===== src/rtl/i2c_slave_regfile_if.sv =====
// -----------------------------------------------------------------------------
// i2c_slave_regfile_if
// Pad-side I2C signals of the register-file slave.
//   SCL        : I2C clock as seen on the wire
//   SDA        : I2C data as seen on the wire (already wired-AND with the pull)
//   sda_intern : 1 = slave pulls SDA low (open-drain enable)
// Modports: slave (the register file), master (bus model / pad side).
// -----------------------------------------------------------------------------
interface i2c_slave_regfile_if;
    logic SCL;
    logic SDA;
    logic sda_intern;

    modport slave  (input SCL, input SDA, output sda_intern);
    modport master (output SCL, output SDA, input sda_intern);
endinterface


===== src/rtl/i2c_slave_regfile.sv =====
// -----------------------------------------------------------------------------
// i2c_slave_regfile
// I2C slave answering ADDRESSNUM addresses, each owning a bank of NBYTES bytes
// reached through a shared auto-incrementing register pointer. SCL/SDA are
// oversampled on CLK.
// Ports:
//   CLK, RST     : system clock, synchronous active-high reset
//   bus          : SCL/SDA in, sda_intern out (1 = pull SDA low)
//   AddressList  : static list of answered addresses, entry k at [k*AL +: AL]
//   WrEn/WrBank/WrPtr/WrData : one-cycle strobe per master-written byte
//   RdBank/RdPtr/RdData      : combinational local read port
//   Busy         : high from an addressed START until STOP
// -----------------------------------------------------------------------------
module i2c_slave_regfile #(
    parameter int ADDRESSLENGTH = 7,
    parameter int ADDRESSNUM    = 2,
    parameter int NBYTES        = 4,
    localparam int PW = $clog2(NBYTES),
    localparam int IW = (ADDRESSNUM > 1) ? $clog2(ADDRESSNUM) : 1
) (
    input  logic                                CLK,
    input  logic                                RST,
    i2c_slave_regfile_if.slave                  bus,
    input  logic [ADDRESSLENGTH*ADDRESSNUM-1:0] AddressList,
    output logic                                WrEn,
    output logic [IW-1:0]                       WrBank,
    output logic [PW-1:0]                       WrPtr,
    output logic [7:0]                          WrData,
    input  logic [IW-1:0]                       RdBank,
    input  logic [PW-1:0]                       RdPtr,
    output logic [7:0]                          RdData,
    output logic                                Busy
);

    // Shift register holds either address+R/W or a data byte.
    localparam int SW = (ADDRESSLENGTH + 1 > 8) ? ADDRESSLENGTH + 1 : 8;
    localparam int CW = $clog2(SW + 1);

    typedef enum logic [3:0] {
        S_IDLE, S_ADDR, S_ADDR_ACK, S_PTR, S_PTR_ACK,
        S_WDATA, S_WDATA_ACK, S_RDATA, S_RDATA_ACK, S_WAIT
    } state_t;

    // Lowest matching index wins: scan downwards so the last hit is the lowest.
    function automatic logic [IW:0] addr_lookup(
        input logic [ADDRESSLENGTH-1:0]            a,
        input logic [ADDRESSLENGTH*ADDRESSNUM-1:0] list
    );
        logic [IW:0] r;
        r = '0;
        for (int k = ADDRESSNUM - 1; k >= 0; k--) begin
            if (list[k*ADDRESSLENGTH +: ADDRESSLENGTH] == a) begin
                r = {1'b1, IW'(k)};
            end else begin
                r = r;
            end
        end
        return r;
    endfunction

    // Pointer advance with explicit wrap (NBYTES need not be a power of two).
    function automatic logic [PW-1:0] ptr_inc(input logic [PW-1:0] p);
        if (p == PW'(NBYTES - 1)) begin
            return '0;
        end else begin
            return p + PW'(1);
        end
    endfunction

    logic scl_meta_q, scl_sync_q, scl_prev_q;
    logic sda_meta_q, sda_sync_q, sda_prev_q;

    state_t        state_q,   state_d;
    logic [CW-1:0] bitcnt_q,  bitcnt_d;
    logic [SW-1:0] shreg_q,   shreg_d;
    logic          rw_q,      rw_d;
    logic [IW-1:0] bank_q,    bank_d;
    logic [PW-1:0] ptr_q,     ptr_d;
    logic          sda_q,     sda_d;
    logic          busy_q,    busy_d;
    logic          wr_en_q,   wr_en_d;
    logic [IW-1:0] wr_bank_q, wr_bank_d;
    logic [PW-1:0] wr_ptr_q,  wr_ptr_d;
    logic [7:0]    wr_data_q, wr_data_d;
    logic [7:0]    mem_q [ADDRESSNUM][NBYTES];

    logic          scl_rise_s, scl_fall_s, start_s, stop_s;
    logic [SW-1:0] shift_nxt_s;
    logic [IW:0]   lookup_s;
    logic [7:0]    rd_byte_s;

    // Synchroniser plus edge-detect stage; deliberately not reset so that a
    // mid-transfer RST cannot fabricate a START/STOP from stale history.
    always_ff @(posedge CLK) begin
        scl_meta_q <= bus.SCL;
        scl_sync_q <= scl_meta_q;
        scl_prev_q <= scl_sync_q;
        sda_meta_q <= bus.SDA;
        sda_sync_q <= sda_meta_q;
        sda_prev_q <= sda_sync_q;
    end

    // Bus events decoded from the synchronised samples.
    always_comb begin
        scl_rise_s  = scl_sync_q & ~scl_prev_q;
        scl_fall_s  = ~scl_sync_q & scl_prev_q;
        start_s     = scl_sync_q & scl_prev_q & sda_prev_q & ~sda_sync_q;
        stop_s      = scl_sync_q & scl_prev_q & ~sda_prev_q & sda_sync_q;
        shift_nxt_s = {shreg_q[SW-2:0], sda_sync_q};
        lookup_s    = addr_lookup(shift_nxt_s[ADDRESSLENGTH:1], AddressList);
        rd_byte_s   = mem_q[bank_q][ptr_q];
    end

    // Protocol FSM next-state and datapath.
    always_comb begin
        state_d   = state_q;
        bitcnt_d  = bitcnt_q;
        shreg_d   = shreg_q;
        rw_d      = rw_q;
        bank_d    = bank_q;
        ptr_d     = ptr_q;
        sda_d     = sda_q;
        busy_d    = busy_q;
        wr_en_d   = 1'b0;
        wr_bank_d = wr_bank_q;
        wr_ptr_d  = wr_ptr_q;
        wr_data_d = wr_data_q;

        if (stop_s) begin
            state_d  = S_IDLE;
            bitcnt_d = CW'(0);
            sda_d    = 1'b0;
            busy_d   = 1'b0;
        end else if (start_s) begin
            // ptr survives a repeated START so pointer-write/read sequences work.
            state_d  = S_ADDR;
            bitcnt_d = CW'(0);
            sda_d    = 1'b0;
        end else begin
            case (state_q)
                S_IDLE, S_WAIT: begin
                    sda_d = 1'b0;
                end
                S_ADDR: begin
                    if (scl_rise_s) begin
                        shreg_d = shift_nxt_s;
                        if (bitcnt_q == CW'(ADDRESSLENGTH)) begin
                            bitcnt_d = CW'(0);
                            if (lookup_s[IW]) begin
                                state_d = S_ADDR_ACK;
                                bank_d  = lookup_s[IW-1:0];
                                rw_d    = shift_nxt_s[0];
                                busy_d  = 1'b1;
                            end else begin
                                state_d = S_WAIT;
                            end
                        end else begin
                            bitcnt_d = bitcnt_q + CW'(1);
                        end
                    end else begin
                        shreg_d = shreg_q;
                    end
                end
                // ACK phases: first falling edge pulls, second releases.
                S_ADDR_ACK, S_PTR_ACK, S_WDATA_ACK: begin
                    if (scl_fall_s) begin
                        if (bitcnt_q == CW'(0)) begin
                            sda_d    = 1'b1;
                            bitcnt_d = CW'(1);
                        end else begin
                            sda_d    = 1'b0;
                            bitcnt_d = CW'(0);
                            if (state_q == S_ADDR_ACK && rw_q) begin
                                // Same edge that ends the ACK drives the first read bit.
                                state_d  = S_RDATA;
                                sda_d    = ~rd_byte_s[7];
                                shreg_d  = SW'({rd_byte_s[6:0], 1'b0});
                                bitcnt_d = CW'(1);
                            end else if (state_q == S_ADDR_ACK) begin
                                state_d = S_PTR;
                            end else begin
                                state_d = S_WDATA;
                            end
                        end
                    end else begin
                        sda_d = sda_q;
                    end
                end
                S_PTR: begin
                    if (scl_rise_s) begin
                        shreg_d = shift_nxt_s;
                        if (bitcnt_q == CW'(7)) begin
                            bitcnt_d = CW'(0);
                            if ({24'd0, shift_nxt_s[7:0]} < 32'(NBYTES)) begin
                                ptr_d   = PW'(shift_nxt_s[7:0]);
                                state_d = S_PTR_ACK;
                            end else begin
                                state_d = S_WAIT;
                            end
                        end else begin
                            bitcnt_d = bitcnt_q + CW'(1);
                        end
                    end else begin
                        shreg_d = shreg_q;
                    end
                end
                S_WDATA: begin
                    if (scl_rise_s) begin
                        shreg_d = shift_nxt_s;
                        if (bitcnt_q == CW'(7)) begin
                            bitcnt_d  = CW'(0);
                            wr_en_d   = 1'b1;
                            wr_bank_d = bank_q;
                            wr_ptr_d  = ptr_q;
                            wr_data_d = shift_nxt_s[7:0];
                            ptr_d     = ptr_inc(ptr_q);
                            state_d   = S_WDATA_ACK;
                        end else begin
                            bitcnt_d = bitcnt_q + CW'(1);
                        end
                    end else begin
                        shreg_d = shreg_q;
                    end
                end
                // bitcnt counts bits already driven; 8 means the byte is out.
                S_RDATA: begin
                    if (scl_fall_s) begin
                        if (bitcnt_q == CW'(0)) begin
                            sda_d    = ~rd_byte_s[7];
                            shreg_d  = SW'({rd_byte_s[6:0], 1'b0});
                            bitcnt_d = CW'(1);
                        end else if (bitcnt_q < CW'(8)) begin
                            sda_d    = ~shreg_q[7];
                            shreg_d  = shreg_q << 1;
                            bitcnt_d = bitcnt_q + CW'(1);
                        end else begin
                            sda_d    = 1'b0;
                            bitcnt_d = CW'(0);
                            ptr_d    = ptr_inc(ptr_q);
                            state_d  = S_RDATA_ACK;
                        end
                    end else begin
                        sda_d = sda_q;
                    end
                end
                S_RDATA_ACK: begin
                    sda_d = 1'b0;
                    if (scl_rise_s) begin
                        bitcnt_d = CW'(0);
                        if (sda_sync_q == 1'b0) begin
                            state_d = S_RDATA;
                        end else begin
                            state_d = S_WAIT;
                        end
                    end else begin
                        state_d = S_RDATA_ACK;
                    end
                end
                default: begin
                    state_d  = S_IDLE;
                    bitcnt_d = CW'(0);
                    sda_d    = 1'b0;
                    busy_d   = 1'b0;
                end
            endcase
        end
    end

    // State, output and register-file update with synchronous reset.
    always_ff @(posedge CLK) begin
        if (RST) begin
            state_q   <= S_IDLE;
            bitcnt_q  <= CW'(0);
            shreg_q   <= '0;
            rw_q      <= 1'b0;
            bank_q    <= '0;
            ptr_q     <= '0;
            sda_q     <= 1'b0;
            busy_q    <= 1'b0;
            wr_en_q   <= 1'b0;
            wr_bank_q <= '0;
            wr_ptr_q  <= '0;
            wr_data_q <= 8'h00;
            for (int b = 0; b < ADDRESSNUM; b++) begin
                for (int i = 0; i < NBYTES; i++) begin
                    mem_q[b][i] <= 8'h00;
                end
            end
        end else begin
            state_q   <= state_d;
            bitcnt_q  <= bitcnt_d;
            shreg_q   <= shreg_d;
            rw_q      <= rw_d;
            bank_q    <= bank_d;
            ptr_q     <= ptr_d;
            sda_q     <= sda_d;
            busy_q    <= busy_d;
            wr_en_q   <= wr_en_d;
            wr_bank_q <= wr_bank_d;
            wr_ptr_q  <= wr_ptr_d;
            wr_data_q <= wr_data_d;
            if (wr_en_d) begin
                mem_q[wr_bank_d][wr_ptr_d] <= wr_data_d;
            end
        end
    end

    assign bus.sda_intern = sda_q;
    assign WrEn           = wr_en_q;
    assign WrBank         = wr_bank_q;
    assign WrPtr          = wr_ptr_q;
    assign WrData         = wr_data_q;
    assign Busy           = busy_q;
    assign RdData         = mem_q[RdBank][RdPtr];

endmodule


===== src/flat_wrapper.sv =====
// flat-port wrapper written by rule: the top's interface ports become plain ports
module i2c_slave_regfile_flat 
#(
    parameter int ADDRESSLENGTH = 7,
    parameter int ADDRESSNUM    = 2,
    parameter int NBYTES        = 4,
    localparam int PW = $clog2(NBYTES),
    localparam int IW = (ADDRESSNUM > 1) ? $clog2(ADDRESSNUM) : 1
)
  (CLK, RST, AddressList, WrEn, WrBank, WrPtr, WrData, RdBank, RdPtr, RdData, Busy, bus_SCL, bus_SDA, bus_sda_intern);
  i2c_slave_regfile_if bus_i ();
  input  logic CLK;
  input  logic RST;
  input  logic [ADDRESSLENGTH*ADDRESSNUM-1:0] AddressList;
  output logic WrEn;
  output logic [IW-1:0] WrBank;
  output logic [PW-1:0] WrPtr;
  output logic [7:0] WrData;
  input  logic [IW-1:0] RdBank;
  input  logic [PW-1:0] RdPtr;
  output logic [7:0] RdData;
  output logic Busy;
  input wire logic [$bits(bus_i.SCL)-1:0] bus_SCL;
  input wire logic [$bits(bus_i.SDA)-1:0] bus_SDA;
  output wire logic [$bits(bus_i.sda_intern)-1:0] bus_sda_intern;
  assign bus_i.SCL = bus_SCL;
  assign bus_i.SDA = bus_SDA;
  assign bus_sda_intern = bus_i.sda_intern;
  i2c_slave_regfile #(.ADDRESSLENGTH(ADDRESSLENGTH), .ADDRESSNUM(ADDRESSNUM), .NBYTES(NBYTES)) u_core (.CLK(CLK), .RST(RST), .bus(bus_i), .AddressList(AddressList), .WrEn(WrEn), .WrBank(WrBank), .WrPtr(WrPtr), .WrData(WrData), .RdBank(RdBank), .RdPtr(RdPtr), .RdData(RdData), .Busy(Busy));
endmodule

===== config.mk =====
export PLATFORM = sky130hd
export DESIGN_NAME = i2c_slave_regfile_flat
export DESIGN_NICKNAME = d
export VERILOG_FILES = /design/src/rtl/i2c_slave_regfile_if.sv /design/src/rtl/i2c_slave_regfile.sv /design/src/flat_wrapper.sv
export SDC_FILE = /design/constraint.sdc
export NUM_CORES = 1
export LEC_CHECK = 0
export ABC_AREA = 1
export BUFFER_PORTS_ARGS = -buffer_cell sky130_fd_sc_hd__buf_2
export CORE_UTILIZATION = 30
export CTS_CLUSTER_DIAMETER = 60
export DETAILED_ROUTE_END_ITERATION = 7
export GPL_TIMING_DRIVEN = 1
export PLACE_DENSITY = 0.46
export SKIP_LAST_GASP = 1
export SLEW_MARGIN = 0
export SYNTH_ARGS = -nofsm -noshare
export SYNTH_HDL_FRONTEND = slang
export SYNTH_SLANG_ARGS = --single-unit

===== constraint.sdc =====
create_clock -name CLK -period 2.8 [get_ports CLK]
set_clock_uncertainty 0.2 [all_clocks]
set_input_delay 0.28 -clock CLK [delete_from_list [all_inputs] [get_ports CLK]]
set_output_delay 0.28 -clock CLK [all_outputs]
set_load 0.05 [all_outputs]

Yosys cells after proc, flatten, opt, wreduce, memory -nomap -nowiden
Memories as Yosys holds them, arrays and structs flattened. A register that Yosys moved wholly into a read port is not among the register bits.
Cells that the tools add are included.

operators by class
  add/subtract/negate cells = 2
  $lt $le $gt $ge = 6
  equality and inequality tests = 42
  mux-type cells = 98
  bitwise gates (word level) = 21
  reductions and logical operators = 21

operators with widths
  operator              count
  $mux W8               17
  $mux W32              3
  $mux W4               24
  $bmux W8 S2           2
  $mux W2               16
  $reduce_or A32 Y1     1
  $mux W1               28
  $ne A2 B1 Y1 const B  14
  $pmux W4 S7           1
  $ne A3 B1 Y1 const B  9
  $pmux W8 S3           1
  $reduce_and A12 Y1    2
  $eq A4 B3 Y1 const B  5
  $pmux W4 S5           1
  $demux W8 S2          1
  $eq A7 B7 Y1          2
  $not A1 Y1            11
  $reduce_and A11 Y1    1
  $reduce_and A5 Y1     2
  $ge A3 B3 Y1 const B  3
  $ne A3 B2 Y1 const B  3
  $not A2 Y3            3
  $reduce_and A9 Y1     1
  $reduce_or A3 Y1      3
  22 further kinds      36

storage, ports and cells
  register bits after elaboration = 40
  RAM bits = 64
  bits of input ports = 21
  output and inout port bits = 22
  logic and storage cells = 210
  memories kept = 1

memories
  name          words  bits a word  rd ports  clocked after Yosys merged registers in  write ports  line                     RTL
  u_core.mem_q  2      32           2         1                                        2            i2c_slave_regfile.sv:85  logic [7:0] mem_q [ADDRESSNUM][NBYTES];

Logic depth before layout (Yosys ltp)
  depth after elaboration = 14
  gate-level depth with buffers = 12
  depth with buffers taken out = 12

Least setup slack after synthesis
No wires, ideal clock.

  path type = flip-flop to flip-flop
  start point = register u_core.bitcnt_q[0]
  end point = memory u_core.mem_q[1][0] (netlist name), enable pin
  library setup time = 0.398 ns
  arrival time = 2.157 ns
  data required time = 2.202 ns
  slack = 0.045 ns
  stages on the path, launching flop included = 9
  path buffers = 1
  clock period less this slack = 2.755 ns
  path through = dfxtp_1 ha_1 nand2_1 inv_1 nand3_2 nor2_8 inv_2 buf_2 o41ai_1

RTL lines
  element                 line                      RTL
  from (decl)             i2c_slave_regfile.sv:74   logic [CW-1:0] bitcnt_q, bitcnt_d;
  from (signal assigned)  i2c_slave_regfile.sv:291  bitcnt_q <= bitcnt_d;
  to (decl)               i2c_slave_regfile.sv:85

==> impl_metrics.toml <==
[sta]
finalHoldViolations = 0
tns_ns = 0
setup_viol = 0
drv_slew = 0
worst_pin_slew_ns = 0.7367
slew_headroom_pct = 50.71
rsz0062_at_grt = "false"
clock.fmax_mhz = 385.0
period_minus_slack_ns = 2.598
whs_ns = 0.08607
fin_crit_sh_pct = 92.77
setup_slack_ns = 0.2024

[critical_path]
r2r_cells = 9
critPathMaxFanout = 10
critical_path_arrival_ns = 2.42
cp.buffers_inverters = 1
cp_slowest_cell = "dfxtp_1"
crit_path_start_kind = "flip-flop"
timing.rr.end = "u_core.mem_q[0][18]$_SDFFCE_PN0P_"
path_delay_family = "simple AND/OR/NAND/NOR gates"
criticalPathCategory = "reg2reg"
max_stage_delay_ns = 0.39
worstPathCellList = "ha_1 > nand2_1 > inv_1 > nand3_2 > nor2_8 > nand2_2 > nor2_4 > nand4_2 > nand2_1"
cp-end-kind = "flip-flop"
reg2reg_from = "u_core.bitcnt_q[0]$_SDFFE_PP0P_"
cpMostUsedCell = "nand2_1"
r2r_setup_slack_ns = 0.20
required_ns = 2.62

[placed_design]
gp_congestion = 0.8642
pre_cts_ws_ns = 0.2226
portBuffers = 42
hpwl_um = 14280
place_inst = 1012
place_area_um2 = 6211

[worst_hold_path]
holdPathEnd = "u_core.WrData[4]$_SDFF_PP0_"
hold_depth = 2
min_from = "RST"
hp-class = "in2reg"

[drt]
drt_first_pass_iters = 5
drc = 0
wl_per_cell_um = 17.86
ant_nets = 0
drtIter0Drc = 378
vias_per_cell = 5.024
vias = 5175
routed_wirelength_um = 18400

[finish]
layout.cells.non_filler = 1030
design_area_um2 = 6551
nets = 816
drive_gt1_share_pct = 12.69
utilization_pct = 35.14
diodes = 0
area_delta_synth_final_pct = 14.85

[logic_synthesis]
yosysTopAreaCell = "edfxtp_1"
synth_cells = 750
synthDistinctLibCells = 38
yosys-top-cells-area = "edfxtp_1 (34%), dfxtp_1 (14%), nand2_1 (10%)"
synth_simple_gate_area_share_pct = 26.19
ys_seq_area_share_pct = 48.08
synth_edf_count = 64
avgSynthCellArea_um2 = 7.606
synth_top_family_by_area = "simple AND/OR/NAND/NOR gates"
synth_fa_ha_area_share_pct = 0.8774
synth-async-reset-ratio_pct = 0
synth_most_common_cell = "nand2_1"
ys_warn_count = 0
syn_area_um2 = 5704
synth_compound_area_share_pct = 15.55
synth_xor_area_share_pct = 1.075
syn_nets = 775
synth-seq-cells = 105
synthMuxAreaShare_pct = 0
synth_common_cells = "nand2_1 (155), nor2_1 (135), inv_1 (86), o21ai_0 (74), edfxtp_1 (64)"
synthFlopType = "edfxtp_1"
yosys.area.top_type_share_pct = 33.69

[cts]
cts-root-buf = "clkbuf_16"
clk_pin_slew_ns = 0.08
clockBufferDepth = 2
cts_sinks = 105
htreeDepth = 3
cts_buffers = 9
clkLatencyLatePin_ns = 0.36
cts_tree = "done"

[die]
num_io_pins = 43
row_count = 50
fp.dieW_um = 139.9
die_area_um2 = 19570
start_util_pct = 30.60
core_um2 = 18640
die_h_um = 139.9

[power]
powerDensity_nw_per_um2 = 516.0
p_leak_nw = 2.811
power_mw = 3.381
irDropWorstVdd_uv = 291.4

[global_route]
grt_usage_pct = 19.21
grt_max_degree = 37
gr-total-overflow = 0
grt_pass1_wl_um = 28120
grt_pass1_vias = 4957
antenna_found_initial = 0

[run]
cap_violations = 0

[run_status]
outcome = "finished, final reports clean"
[layout by cell type (no fill, tap or decap), types with 13 or more instances in the layout]
cell type  instances
edfxtp_1          64
nand3_1           34
dfxtp_1           41
o211ai_1          13
buf_2             42
inv_1             86
o21ai_0           74
a21oi_1           54
nor2_1           135
buf_4             14
nand2_1          153
[registers in the layout (all words and copies together), names as in the netlist, 2 cells and up, named ones only]
signal	count
u_core.WrData	8
u_core.WrPtr	2
u_core.bitcnt_q	4
u_core.mem_q	64
u_core.ptr_q	2
u_core.shreg_q	8
u_core.state_q	4
[power by group]
part	total (mW)	leakage [nW]	internal (mW)	switching, mW
logic	0.312	1.72	0.0909	0.221
registers	1.73	0.940	1.69	0.0410
clock network	1.34	0.155	0.731	0.604
[final cells by class]
| class | instances | area, um2 |
|---|---|---|
| Clock buffer | 10 | 239.0 |
| Clock inverter | 6 | 76.32 |
| Fill cell | 2008 | 12090 |
| Inverter | 92 | 345.3 |
| Multi-Input combinational cell | 525 | 2520 |
| Sequential cell | 105 | 2743 |
| Tap cell | 234 | 292.8 |
| Timing Repair Buffer | 58 | 335.3 |
[worst reg2reg max path, cell delays in order, from the launching register on]
cell,delay [ns]
dfxtp_1,0.39
ha_1,0.18
nand2_1,0.06
inv_1,0.09
nand3_2,0.19
nor2_8,0.28
nand2_2,0.14
nor2_4,0.16
nand4_2,0.22
nand2_1,0.37
[worst max path at each step]
stage | from | endpoint | slack [ns] | cells after the start
final | u_core.bitcnt_q[0]$_SDFFE_PP0P_ | u_core.mem_q[0][18]$_SDFFCE_PN0P_ | 0.20 | 9
after global placement | u_core.bitcnt_q[0]$_SDFFE_PP0P_ | u_core.mem_q[1][28]$_SDFFCE_PN0P_ | 0.28 | 9
after CTS | u_core.bitcnt_q[0]$_SDFFE_PP0P_ | u_core.mem_q[1][25]$_SDFFCE_PN0P_ | 0.21 | 9
after floorplan | u_core.bitcnt_q[0]$_SDFFE_PP0P_ | u_core.mem_q[1][0]$_DFFE_PP_ | 0.05 | 8
after detailed placement | u_core.bitcnt_q[0]$_SDFFE_PP0P_ | u_core.mem_q[0][9]$_SDFFCE_PN0P_ | 0.22 | 9
after global routing | u_core.bitcnt_q[0]$_SDFFE_PP0P_ | u_core.mem_q[0][4]$_SDFFCE_PN0P_ | 0.03 | 9
[routing by layer]
metal  global-route usage [%]  wire length (um)
met1                    24.01              8168
met2                    33.11              9031
met3                    2.496               664
met4                    8.560               534
met5                        0                 0
[repair_timing]
| action | CTS | global route |
|---|---|---|
| setup buffers | 0 | 0 |
| gates resized for setup | 0 | 2 |
| hold endpoints to repair | 2 | 0 |
| hold buffers | 2 | 0 |
| endpoints found under the setup margin | 0 | 9 |
[cell families after synthesis]
family,Yosys count
flip-flops,105
buffers and inverters,120
adder cells (fa/ha/maj),4
XOR/XNOR,7
AND/OR/NAND/NOR,352
AO/OA/AOI/OAI,162
No activity file was read; power rests on OpenSTA's default activity.
